--- src/rtl/imem_boot_loader_if.sv ---
// rtl/imem_boot_loader_if.sv - byte-stream input and instruction-memory write port of the boot loader
// master is the loader side; slave is the byte source / memory side.
interface imem_boot_loader_if #(
  parameter int ADDR_W = 4,
  parameter int DATA_W = 16
);
  logic              in_valid;
  logic [7:0]        in_data;
  logic              in_ready;
  logic              wr_en;
  logic [ADDR_W-1:0] wr_addr;
  logic [DATA_W-1:0] wr_data;

  modport master (
    input  in_valid,
    input  in_data,
    output in_ready,
    output wr_en,
    output wr_addr,
    output wr_data
  );

  modport slave (
    output in_valid,
    output in_data,
    input  in_ready,
    input  wr_en,
    input  wr_addr,
    input  wr_data
  );
endinterface

--- src/rtl/imem_boot_loader.sv ---
// rtl/imem_boot_loader.sv - framed byte-stream loader for the CPU instruction memory
// Holds the CPU in reset until a frame (sync, count, payload, checksum) loads with a matching sum.
module imem_boot_loader #(
  parameter int          DEPTH     = 16,
  parameter int          ADDR_W    = 4,
  parameter int          DATA_W    = 16,
  parameter logic [7:0]  SYNC_BYTE = 8'hA5
) (
  input  logic                clk,
  input  logic                reset_n,
  imem_boot_loader_if.master  bus,
  output logic                cpu_hold,
  output logic                load_done,
  output logic                load_err
);

  // One extra bit so a full DEPTH-word count is representable without wrapping.
  localparam int CNT_W = ADDR_W + 1;

  typedef enum logic [2:0] {
    S_IDLE,
    S_COUNT,
    S_HI,
    S_LO,
    S_WRITE,
    S_CSUM,
    S_DONE,
    S_ERR
  } state_t;

  state_t             r_state;
  logic [CNT_W-1:0]   r_word_cnt;
  logic [CNT_W-1:0]   r_count_n;
  logic [7:0]         r_hi;
  logic [7:0]         r_sum;
  logic               r_wr_en;
  logic [ADDR_W-1:0]  r_wr_addr;
  logic [DATA_W-1:0]  r_wr_data;
  logic               r_cpu_hold;
  logic               r_load_done;
  logic               r_load_err;

  logic               w_ready;
  logic               w_accept;
  logic               w_is_sync;
  logic               w_bad_count;
  logic [CNT_W-1:0]   w_cnt_next;

  assign w_ready     = reset_n && (r_state != S_WRITE);
  assign w_accept    = bus.in_valid && w_ready;
  assign w_is_sync   = (bus.in_data == SYNC_BYTE);
  assign w_bad_count = (bus.in_data == 8'd0) || ({24'd0, bus.in_data} > 32'(DEPTH));
  assign w_cnt_next  = r_word_cnt + CNT_W'(1);

  assign bus.in_ready = w_ready;
  assign bus.wr_en    = r_wr_en;
  assign bus.wr_addr  = r_wr_addr;
  assign bus.wr_data  = r_wr_data;
  assign cpu_hold     = r_cpu_hold;
  assign load_done    = r_load_done;
  assign load_err     = r_load_err;

  always_ff @(posedge clk or negedge reset_n) begin
    if (!reset_n) begin
      r_state     <= S_IDLE;
      r_word_cnt  <= '0;
      r_count_n   <= '0;
      r_hi        <= '0;
      r_sum       <= '0;
      r_wr_en     <= 1'b0;
      r_wr_addr   <= '0;
      r_wr_data   <= '0;
      r_cpu_hold  <= 1'b1;
      r_load_done <= 1'b0;
      r_load_err  <= 1'b0;
    end else begin
      r_wr_en <= 1'b0;
      case (r_state)
        // DONE and ERR restart exactly like IDLE on a sync byte.
        S_IDLE, S_DONE, S_ERR: begin
          if (w_accept && w_is_sync) begin
            r_state     <= S_COUNT;
            r_cpu_hold  <= 1'b1;
            r_load_done <= 1'b0;
            r_load_err  <= 1'b0;
            r_word_cnt  <= '0;
            r_sum       <= '0;
          end
        end
        S_COUNT: begin
          if (w_accept) begin
            if (w_bad_count) begin
              r_state    <= S_ERR;
              r_cpu_hold <= 1'b1;
              r_load_err <= 1'b1;
            end else begin
              r_count_n <= bus.in_data[CNT_W-1:0];
              r_state   <= S_HI;
            end
          end
        end
        S_HI: begin
          if (w_accept) begin
            r_hi    <= bus.in_data;
            r_sum   <= r_sum + bus.in_data;
            r_state <= S_LO;
          end
        end
        S_LO: begin
          if (w_accept) begin
            r_wr_en   <= 1'b1;
            r_wr_addr <= r_word_cnt[ADDR_W-1:0];
            r_wr_data <= DATA_W'({r_hi, bus.in_data});
            r_sum     <= r_sum + bus.in_data;
            r_state   <= S_WRITE;
          end
        end
        S_WRITE: begin
          r_word_cnt <= w_cnt_next;
          r_state    <= (w_cnt_next == r_count_n) ? S_CSUM : S_HI;
        end
        S_CSUM: begin
          if (w_accept) begin
            if (bus.in_data == r_sum) begin
              r_state     <= S_DONE;
              r_cpu_hold  <= 1'b0;
              r_load_done <= 1'b1;
            end else begin
              r_state    <= S_ERR;
              r_cpu_hold <= 1'b1;
              r_load_err <= 1'b1;
            end
          end
        end
        default: r_state <= S_IDLE;
      endcase
    end
  end

endmodule
--- src/flat_wrapper.sv ---
// flat-port wrapper written by rule: the top's interface ports become plain ports
module imem_boot_loader_flat 
#(
  parameter int          DEPTH     = 16,
  parameter int          ADDR_W    = 4,
  parameter int          DATA_W    = 16,
  parameter logic [7:0]  SYNC_BYTE = 8'hA5
)
  (clk, reset_n, cpu_hold, load_done, load_err, bus_in_valid, bus_in_data, bus_in_ready, bus_wr_en, bus_wr_addr, bus_wr_data);
  imem_boot_loader_if #(.ADDR_W(ADDR_W), .DATA_W(DATA_W)) bus_i ();
  input  logic clk;
  input  logic reset_n;
  output logic cpu_hold;
  output logic load_done;
  output logic load_err;
  input wire logic [$bits(bus_i.in_valid)-1:0] bus_in_valid;
  input wire logic [$bits(bus_i.in_data)-1:0] bus_in_data;
  output wire logic [$bits(bus_i.in_ready)-1:0] bus_in_ready;
  output wire logic [$bits(bus_i.wr_en)-1:0] bus_wr_en;
  output wire logic [$bits(bus_i.wr_addr)-1:0] bus_wr_addr;
  output wire logic [$bits(bus_i.wr_data)-1:0] bus_wr_data;
  assign bus_i.in_valid = bus_in_valid;
  assign bus_i.in_data = bus_in_data;
  assign bus_in_ready = bus_i.in_ready;
  assign bus_wr_en = bus_i.wr_en;
  assign bus_wr_addr = bus_i.wr_addr;
  assign bus_wr_data = bus_i.wr_data;
  imem_boot_loader #(.DEPTH(DEPTH), .ADDR_W(ADDR_W), .DATA_W(DATA_W), .SYNC_BYTE(SYNC_BYTE)) u_core (.clk(clk), .reset_n(reset_n), .bus(bus_i), .cpu_hold(cpu_hold), .load_done(load_done), .load_err(load_err));
endmodule
--- config.mk ---
export PLATFORM = sky130hd
export DESIGN_NAME = imem_boot_loader_flat
export DESIGN_NICKNAME = d
export VERILOG_FILES = /design/src/rtl/imem_boot_loader_if.sv /design/src/rtl/imem_boot_loader.sv /design/src/flat_wrapper.sv
export SDC_FILE = /design/constraint.sdc
export NUM_CORES = 1
export LEC_CHECK = 0
export ABC_AREA = 1
export CELL_PAD_IN_SITES_DETAIL_PLACEMENT = 1
export CELL_PAD_IN_SITES_GLOBAL_PLACEMENT = 2
export CORE_ASPECT_RATIO = 1.4
export CORE_MARGIN = 10
export CORE_UTILIZATION = 35
export DETAILED_ROUTE_END_ITERATION = 10
export PLACE_DENSITY_LB_ADDON = 0.1
export SLEW_MARGIN = 20
export SYNTH_ARGS = -nofsm -noshare
export SYNTH_HDL_FRONTEND = slang
export SYNTH_SLANG_ARGS = --single-unit
--- constraint.sdc ---
create_clock -name clk -period 5.35 [get_ports clk]
set_input_delay 0.535 -clock clk [delete_from_list [all_inputs] [get_ports clk]]
set_output_delay 0.535 -clock clk [all_outputs]
set_load 0.005 [all_outputs]
Word level (Yosys, flattened, before mapping)
Cells that the tools add are included.
Widths: inputs -> output; s select.

operators by class
  add/subtract/negate cells = 2
  order comparisons = 1
  equality and inequality tests = 20
  muxes and demuxes = 29
  bitwise logic cells = 1
  reductions and logical operators = 21

operators by type and width
  kind                 count
  $mux 3               7
  $pmux 3 s6           1
  $mux 8               2
  $ne 2x1->1 const B   8
  $pmux 8 s2           1
  $mux 1               13
  $eq 3x3->1 const B   4
  $pmux 5 s2           1
  $reduce_and 5->1     2
  $add 8x8->8          1
  $eq 8x8->1           1
  $eq 8x8->1 const B   1
  $gt 8x5->1 const B   1
  $logic_not 8->1      1
  $eq 3x2->1 const B   2
  $pmux 1 s3           2
  $reduce_and 2->1     3
  $reduce_and 3->1     2
  $reduce_and 6->1     1
  $reduce_bool 2->1    3
  $add 5x1->5 const B  1
  $eq 5x5->1           1
  $mux 5               1
  $reduce_and 4->1     1
  11 further kinds     13

storage, ports and cells
  flip-flop bits (word level) = 53
  input bits = 11
  output and inout bits = 25
  word-level logic and storage cells = 85

Longest topological paths before layout
Gate-level depths: netlist of the first run.

  word-level depth = 6
  mapped depth = 12
  gate-level depth less buffers = 12

Least setup slack after synthesis of the first run
Ideal clock, no wire load.

  kind = input -> register
  start point = input bus_in_data[0]
  end point = register u_core.r_sum[6]
  setup time = 119 ps
  data arrival time = 1,759 ps
  required time = 5,231 ps
  path slack = 3,471 ps
  stages on the path = 10
  buffers on the path = 0
  cell sequence = ha_1 -> fa_1 -> a21oi_1 -> o21ai_0 -> nand2_1 -> nand2_1 -> nand2_1 -> nand2_1 -> nor2_1 -> o21ai_2

on the way
  word-level cells in the longest chain between the ends = 4
  elaborated cells between the ends (all ways) = 7

RTL lines
  item                                                                 line                     text
  from (decl)                                                          flat_wrapper.sv:17       input wire logic [$bits(bus_i.in_data)-1:0] bus_in_data;
  parallel branches: the longest is 4 deep, another holds $add 8x8->8  n/a
  to (signal assigned)                                                 imem_boot_loader.sv:105  r_sum <= r_sum + bus.in_data;
  to (signal assigned)                                                 imem_boot_loader.sv:114  r_sum <= r_sum + bus.in_data;
  to (decl)                                                            imem_boot_loader.sv:35   logic [7:0] r_sum;

Parallel ways; which one is timed is not known. The select of a mux whose other input is x is not followed.
A chain may end at the register's enable or synchronous reset.

Worst setup path after layout of the first run
  start point = register u_core.r_state[1]
  end point = output bus_in_ready

on the way
  word-level cells in the longest chain between the ends = 2

RTL lines
  item                    line                     text
  from (decl)             imem_boot_loader.sv:31   state_t r_state;
  from (signal assigned)  imem_boot_loader.sv:120  r_state <= (w_cnt_next == r_count_n) ? S_CSUM : S_HI;
  $ne 3x3->1              imem_boot_loader.sv:49   assign w_ready = reset_n && (r_state != S_WRITE);
  $logic_and 1x1->1       imem_boot_loader.sv:49
  to (decl)               flat_wrapper.sv:18       output wire logic [$bits(bus_i.in_ready)-1:0] bus_in_ready;

No other way between the ends.

==> results_dict.tcl, run 1 <==
set metrics [dict create \
    status "finished, final reports clean" \
    period_minus_slack_ns 2.207 \
    critical_path_class "flip-flop to output pin" \
    clock_skew_ns 0.007491 \
    antenna_found_initial 0 \
    worstPathArrival_ns 1.67 \
    r2r-end "u_core.bus.wr_data[15]$_DFFE_PN0P_" \
    cts_buffers 5 \
    max_slew_margin_pct 53.69 \
    ys_ff_latch 53 \
    mostFrequentLayoutCells "nand2_1 (109), dfrtp_1 (52), clkdlybuf4s50_1 (34)" \
    finalHoldViolCount 0 \
    slew_viol_final 0 \
    dr.pass1.iters 4 \
    cts_tree "built" \
    ys_warn_count 0 \
    dieHeight_um 125.3 \
    clock_latency_ns 0.31 \
    setup.worst_path.end_class "output pin" \
    cts-root-buf "clkbuf_8" \
    routed_wl_mm 6.994 \
    yosys.area.top_type_share_pct 46.91 \
    crit_required_ns 4.82 \
    grt_use_total_pct 12.50 \
    worstMarginPinSlew_ns 0.6946 \
    chipWidth_um 95.24 \
    gp_congestion 0.7960 \
    rsz0062_at_grt "no" \
    final_core_util_pct 42.93 \
    drv_cap 0 \
    htree_levels 2 \
    fmax_ghz 0.4531 \
    via_per_inst 4.810 \
    grt_pass1_wl_mm 12.01 \
    hold_ws_ns 0.4201 \
    cts_resized 0 \
    yosysTopAreaCell "dfrtp_1" \
    num_antenna_cells 0 \
    placed_cell_area_um2 3232 \
    r2r-start "u_core.r_state[1]$_DFFE_PN0P_" \
    final.setup.tns_ns 0 \
    fin_area_um2 3327 \
    powerDensity_nw_per_um2 519.6 \
    globalRouteOverflowTotal 0 \
    total_leakage_power_nw 1.664 \
    ys_types 30 \
    cts.clk_slew.worst_paths_ns 0.11 \
    drive_gt1_share_pct 11.53 \
    worstPathMaxFanout 5 \
    post_cts.repair.setup_buffers 0 \
    wl_per_cell_um 14.79 \
    coreArea_um2 7750 \
    row_count 38 \
    startpoint_type "flip-flop" \
    cts_hold_buf 0 \
    drc 0 \
    area_growth_pct 19.94 \
    final-setup-viol-count 0 \
    grt_max_degree 54 \
    r2r_cells 10 \
    avgSynthCellArea_um2 8.330 \
    hold_class "input port to asynchronous set/reset pin" \
    nNetsFinal 393 \
    clockBufferDepth 2 \
    ios 36 \
    num_vias 2275 \
    die-area_um2 11940 \
    initial_utilization_pct 35.79 \
    mostFrequentLayoutCell "nand2_1" \
    syn-num-nets 354 \
    layout_worst_path_cycle_share_pct 41.25 \
    ant_nets 0 \
    synth_area_leaders "dfrtp_1 (47%), nand2_1 (15%), o21ai_0 (5.1%)" \
    cts_sinks 53 \
    ir_drop_v 0.0002082 \
    grt_pass1_vias 2399 \
    postSynthCellCount 333 \
    dp_hpwl_mm 5.472 \
    ys_seq_area_share_pct 47.86 \
    netlist_area_um2 2774 \
    port_buffers 35 \
    drtIter0Drc 75 \
    r2r_slack_ns 3.37 \
]
[cells in the mapped netlist, drive strengths merged]
library cell	n
nand3	18
o211ai	1
a22o	2
dfrtp	52
nor2	22
ha	9
nand2	119
a21oi	5
fa	1
o21ai	41
inv	38
buf	4
nand3b	2
o22ai	4
nand4	7
dfstp	1
nor3	2
xor2	3
xnor2	2
[state kept, by name, indices dropped and copies added, names as in the netlist, 3 cells and up]
register	count
u_core.bus.wr_addr	4
u_core.bus.wr_data	16
u_core.r_count_n	5
u_core.r_hi	8
u_core.r_state	3
u_core.r_sum	8
u_core.r_word_cnt	5
[metal layers]
metal  vias up  part of all wire (%)  global-route usage, %
met5         -                     0                      0
met4         0                   1.5                  4.064
met3         8                   3.6                  2.096
met2        30                    52                  21.49
met1      1084                    43                  15.18
li1       1153                     -                      -
[final cells by class]
class                   instances  area [µm²]
well taps                     100       125.1
fillers                       957        4423
clock inverters                 3       26.28
clock buffers                   5       68.82
repair buffers                 36       352.8
inverters                      38       150.1
multi-input cells             238        1276
flip-flops and latches         53        1328
[logic make-up (layout without fill, tap and decap cells)]
group           count (synthesis)  count (layout)  synth area share (%)
simple gates                  170             170                 28.60
buf+inv                        42              82                 6.135
fa+ha+maj                      10              10                 4.781
xor+xnor                        5               5                 1.579
compound gates                 53              53                 11.05
flops                          53              53                 47.86
[how the worst max path moves through the flow]
stage                             startpoint                          end  slack, ns
2_1_floorplan                 bus_in_data[0]  u_core.r_sum[6]$_DFFE_PN0P_       3.47
3_3_place_gp                  bus_in_data[0]  u_core.r_sum[6]$_DFFE_PN0P_       2.89
3_5_place_dp                  bus_in_data[0]  u_core.r_sum[6]$_DFFE_PN0P_       2.80
4_1_cts        u_core.r_state[1]$_DFFE_PN0P_                 bus_in_ready       3.12
5_1_grt                       bus_in_data[0]  u_core.r_sum[6]$_DFFE_PN0P_       2.96
6_report       u_core.r_state[1]$_DFFE_PN0P_                 bus_in_ready       3.14
[worst max-delay path, stage by stage, from the launching register on]
cell and delay [ns]:
dfrtp_1 0.46, inv_2 0.10, nand2_2 0.07, nor2_2 0.23, nor2_4 0.06, clkdlybuf4s50_1 0.45
[metrics by stage]
step	setup WS [ns]	power, mW	instances
final	3.143	1.729	473
after global routing	2.962	1.907	473
after global placement	2.888	1.496	465
after floorplan	3.471	1.186	333
after detailed placement	2.804	1.521	465
after CTS	3.116	1.769	473
[where the power goes]
group / internal, mW / switching [mW] / total [mW]
registers: 0.564 / 0.115 / 0.680
logic: 0.367 / 0.444 / 0.811
clock network: 0.0955 / 0.143 / 0.238
(Power assumes the default switching activity.)
==> run 2, diff against run 1 <==
--- a/config.mk
+++ b/config.mk
@@ -10,7 +10,7 @@
 export CELL_PAD_IN_SITES_GLOBAL_PLACEMENT = 2
 export CORE_ASPECT_RATIO = 1.4
 export CORE_MARGIN = 10
-export CORE_UTILIZATION = 35
+export CORE_UTILIZATION = 33
 export DETAILED_ROUTE_END_ITERATION = 10
 export PLACE_DENSITY_LB_ADDON = 0.1
 export SLEW_MARGIN = 20
==> constraint.sdc (replaced) <==
create_clock -name clk -period 2.3 [get_ports clk]
set_input_delay 0.23 -clock clk [delete_from_list [all_inputs] [get_ports clk]]
set_output_delay 0.23 -clock clk [all_outputs]
set_load 0.005 [all_outputs]
==> results_dict.tcl, run 2 (synthesis results as in run 1) <==
set metrics [dict create \
    status "finished, final reports clean" \
    drc 0 \
    hold_ws_ns 0.1093 \
    num_antenna_cells 0 \
    dieHeight_um 128.5 \
    cts-root-buf "clkbuf_16" \
    num_vias 2265 \
    coreArea_um2 8198 \
    rsz0062_at_grt "no" \
    drive_gt1_share_pct 13.16 \
    clock_skew_ns 0.006196 \
    port_buffers 35 \
    cts_resized 0 \
    grt_max_degree 54 \
    dp_hpwl_mm 5.693 \
    slew_viol_final 0 \
    setup.worst_path.end_class "flip-flop" \
    critical_path_class "input port to flip-flop" \
    p_switching_mw 1.698 \
    worstPathMaxFanout 3 \
    drtIter0Drc 72 \
    instances_no_fill 482 \
    dp_cells 474 \
    ir_drop_v 0.0004489 \
    combPwrFrac_pct 45.1 \
    period_minus_slack_ns 1.904 \
    die-area_um2 12520 \
    crit_required_ns 2.49 \
    via_per_inst 4.699 \
    layout_worst_path_cycle_share_pct 82.77 \
    chipWidth_um 97.49 \
    dr.pass1.iters 4 \
    worstPathArrival_ns 2.09 \
    grt_pass1_wl_mm 12.46 \
    clockBufferDepth 2 \
    globalRouteOverflowTotal 0 \
    cts_tree "built" \
    cts.clk_slew.worst_paths_ns 0.07 \
    cts_hold_buf 0 \
    powerDensity_nw_per_um2 1255 \
    final.setup.tns_ns 0 \
    hold_class "input port to asynchronous set/reset pin" \
    cts_buffers 5 \
    cts_sinks 53 \
    total_leakage_power_nw 1.730 \
    antenna_found_initial 0 \
    wl_per_cell_um 15.05 \
    final_core_util_pct 41.97 \
    gp_congestion 0.8234 \
    routed_wl_mm 7.252 \
    drv_cap 0 \
    ios 36 \
    mostFrequentLayoutCells "nand2_1 (109), dfrtp_1 (52), clkdlybuf4s50_1 (34)" \
    final-setup-viol-count 0 \
    fmax_ghz 0.5253 \
    max_slew_margin_pct 54.23 \
    startpoint_type "input port" \
    intPower_mw 2.619 \
    ant_nets 0 \
    initial_utilization_pct 33.84 \
    post_cts.repair.setup_buffers 0 \
    worstMarginPinSlew_ns 0.6865 \
    finalHoldViolCount 0 \
    mostFrequentLayoutCell "nand2_1" \
    grt_use_total_pct 12.08 \
    clock_latency_ns 0.30 \
    pwr-share-seq_pct 36.8 \
    htree_levels 2 \
    row_count 39 \
    grt_pass1_vias 2486 \
    largest_register_ffs 16 \
    nFillCells 1021 \
    pwr-share-clk_pct 18.1 \
    nNetsFinal 400 \
    area_growth_pct 24.04 \
    sw_frac_of_total_pct 39.33 \
]
-- run 2: changes by cell type in the layout (fill, tap and decap cells not counted) --
cell and delta:
clkbuf_8 -5, inv_6 +1, clkbuf_16 +5, clkinvlp_4 -2, buf_4 +7, clkinv_4 +1
-- run 2: worst paths after layout --
| kind | depth (start not counted) | slack [ns] | startpoint | endpoint |
|---|---|---|---|---|
| hold / removal | 2 | 0.11 | reset_n | u_core.bus.wr_data[15]$_DFFE_PN0P_ |
| setup / recovery | 11 | 0.40 | bus_in_data[0] | u_core.r_sum[6]$_DFFE_PN0P_ |
| hold reg to reg | 2 | 0.48 | u_core.r_hi[0]$_DFFE_PN0P_ | u_core.bus.wr_data[8]$_DFFE_PN0P_ |
| max in group asynchronous | 2 | 1.72 | reset_n | u_core.load_err$_DFFE_PN0P_ |
| min in group clk | 2 | 0.48 | u_core.r_hi[0]$_DFFE_PN0P_ | u_core.bus.wr_data[8]$_DFFE_PN0P_ |
| setup reg to reg | 10 | 0.47 | u_core.r_sum[0]$_DFFE_PN0P_ | u_core.r_sum[6]$_DFFE_PN0P_ |
-- run 2: critical path: stages --
cell             delay (ns)
clkdlybuf4s50_1        0.47
ha_1                   0.26
fa_1                   0.41
a21oi_1                0.15
o21ai_0                0.13
nand2_1                0.09
nand2_1                0.05
nand2_1                0.05
nand2_1                0.06
nor2_1                 0.12
o21ai_2                0.07
-- run 2: metal layers --
| metal | vias to the layer above | global-route usage, % | part of all wire [%] |
|---|---|---|---|
| met1 | 1059 | 13.67 | 44 |
| met4 | 0 | 4.374 | 1.9 |
| li1 | 1165 | - | - |
| met2 | 30 | 21.66 | 51 |
| met3 | 11 | 2.785 | 3.4 |
| met5 | - | 0 | 0 |
-- run 2: layout make-up --
type	instances	area [µm²]	area share [%]
clock inverters	3	28.78	0.8364
flip-flops and latches	53	1328	38.58
multi-input cells	238	1276	37.09
clock buffers	5	125.1	3.636
inverters	38	150.1	4.364
repair buffers	43	405.4	11.78
well taps	102	127.6	3.709
-- run 2: stage by stage --
stage	worst slack (ns)	instance area (µm²)	power [mW]
6_report	0.3962	3441	4.317
5_1_grt	0.2217	3441	4.738
4_1_cts	0.3838	3441	4.407
3_5_place_dp	0.08271	3287	3.594
3_3_place_gp	0.1192	3287	3.537
2_1_floorplan	0.6023	2774	2.760
-- run 2: power by group through the flow --
stage	combinational [mW]	sequential, mW	clock [mW]
3_3_place_gp	1.94	1.59	0
6_report	1.95	1.59	0.781
3_5_place_dp	1.98	1.61	0
2_1_floorplan	1.20	1.56	0
5_1_grt	2.24	1.64	0.851
4_1_cts	1.99	1.60	0.817
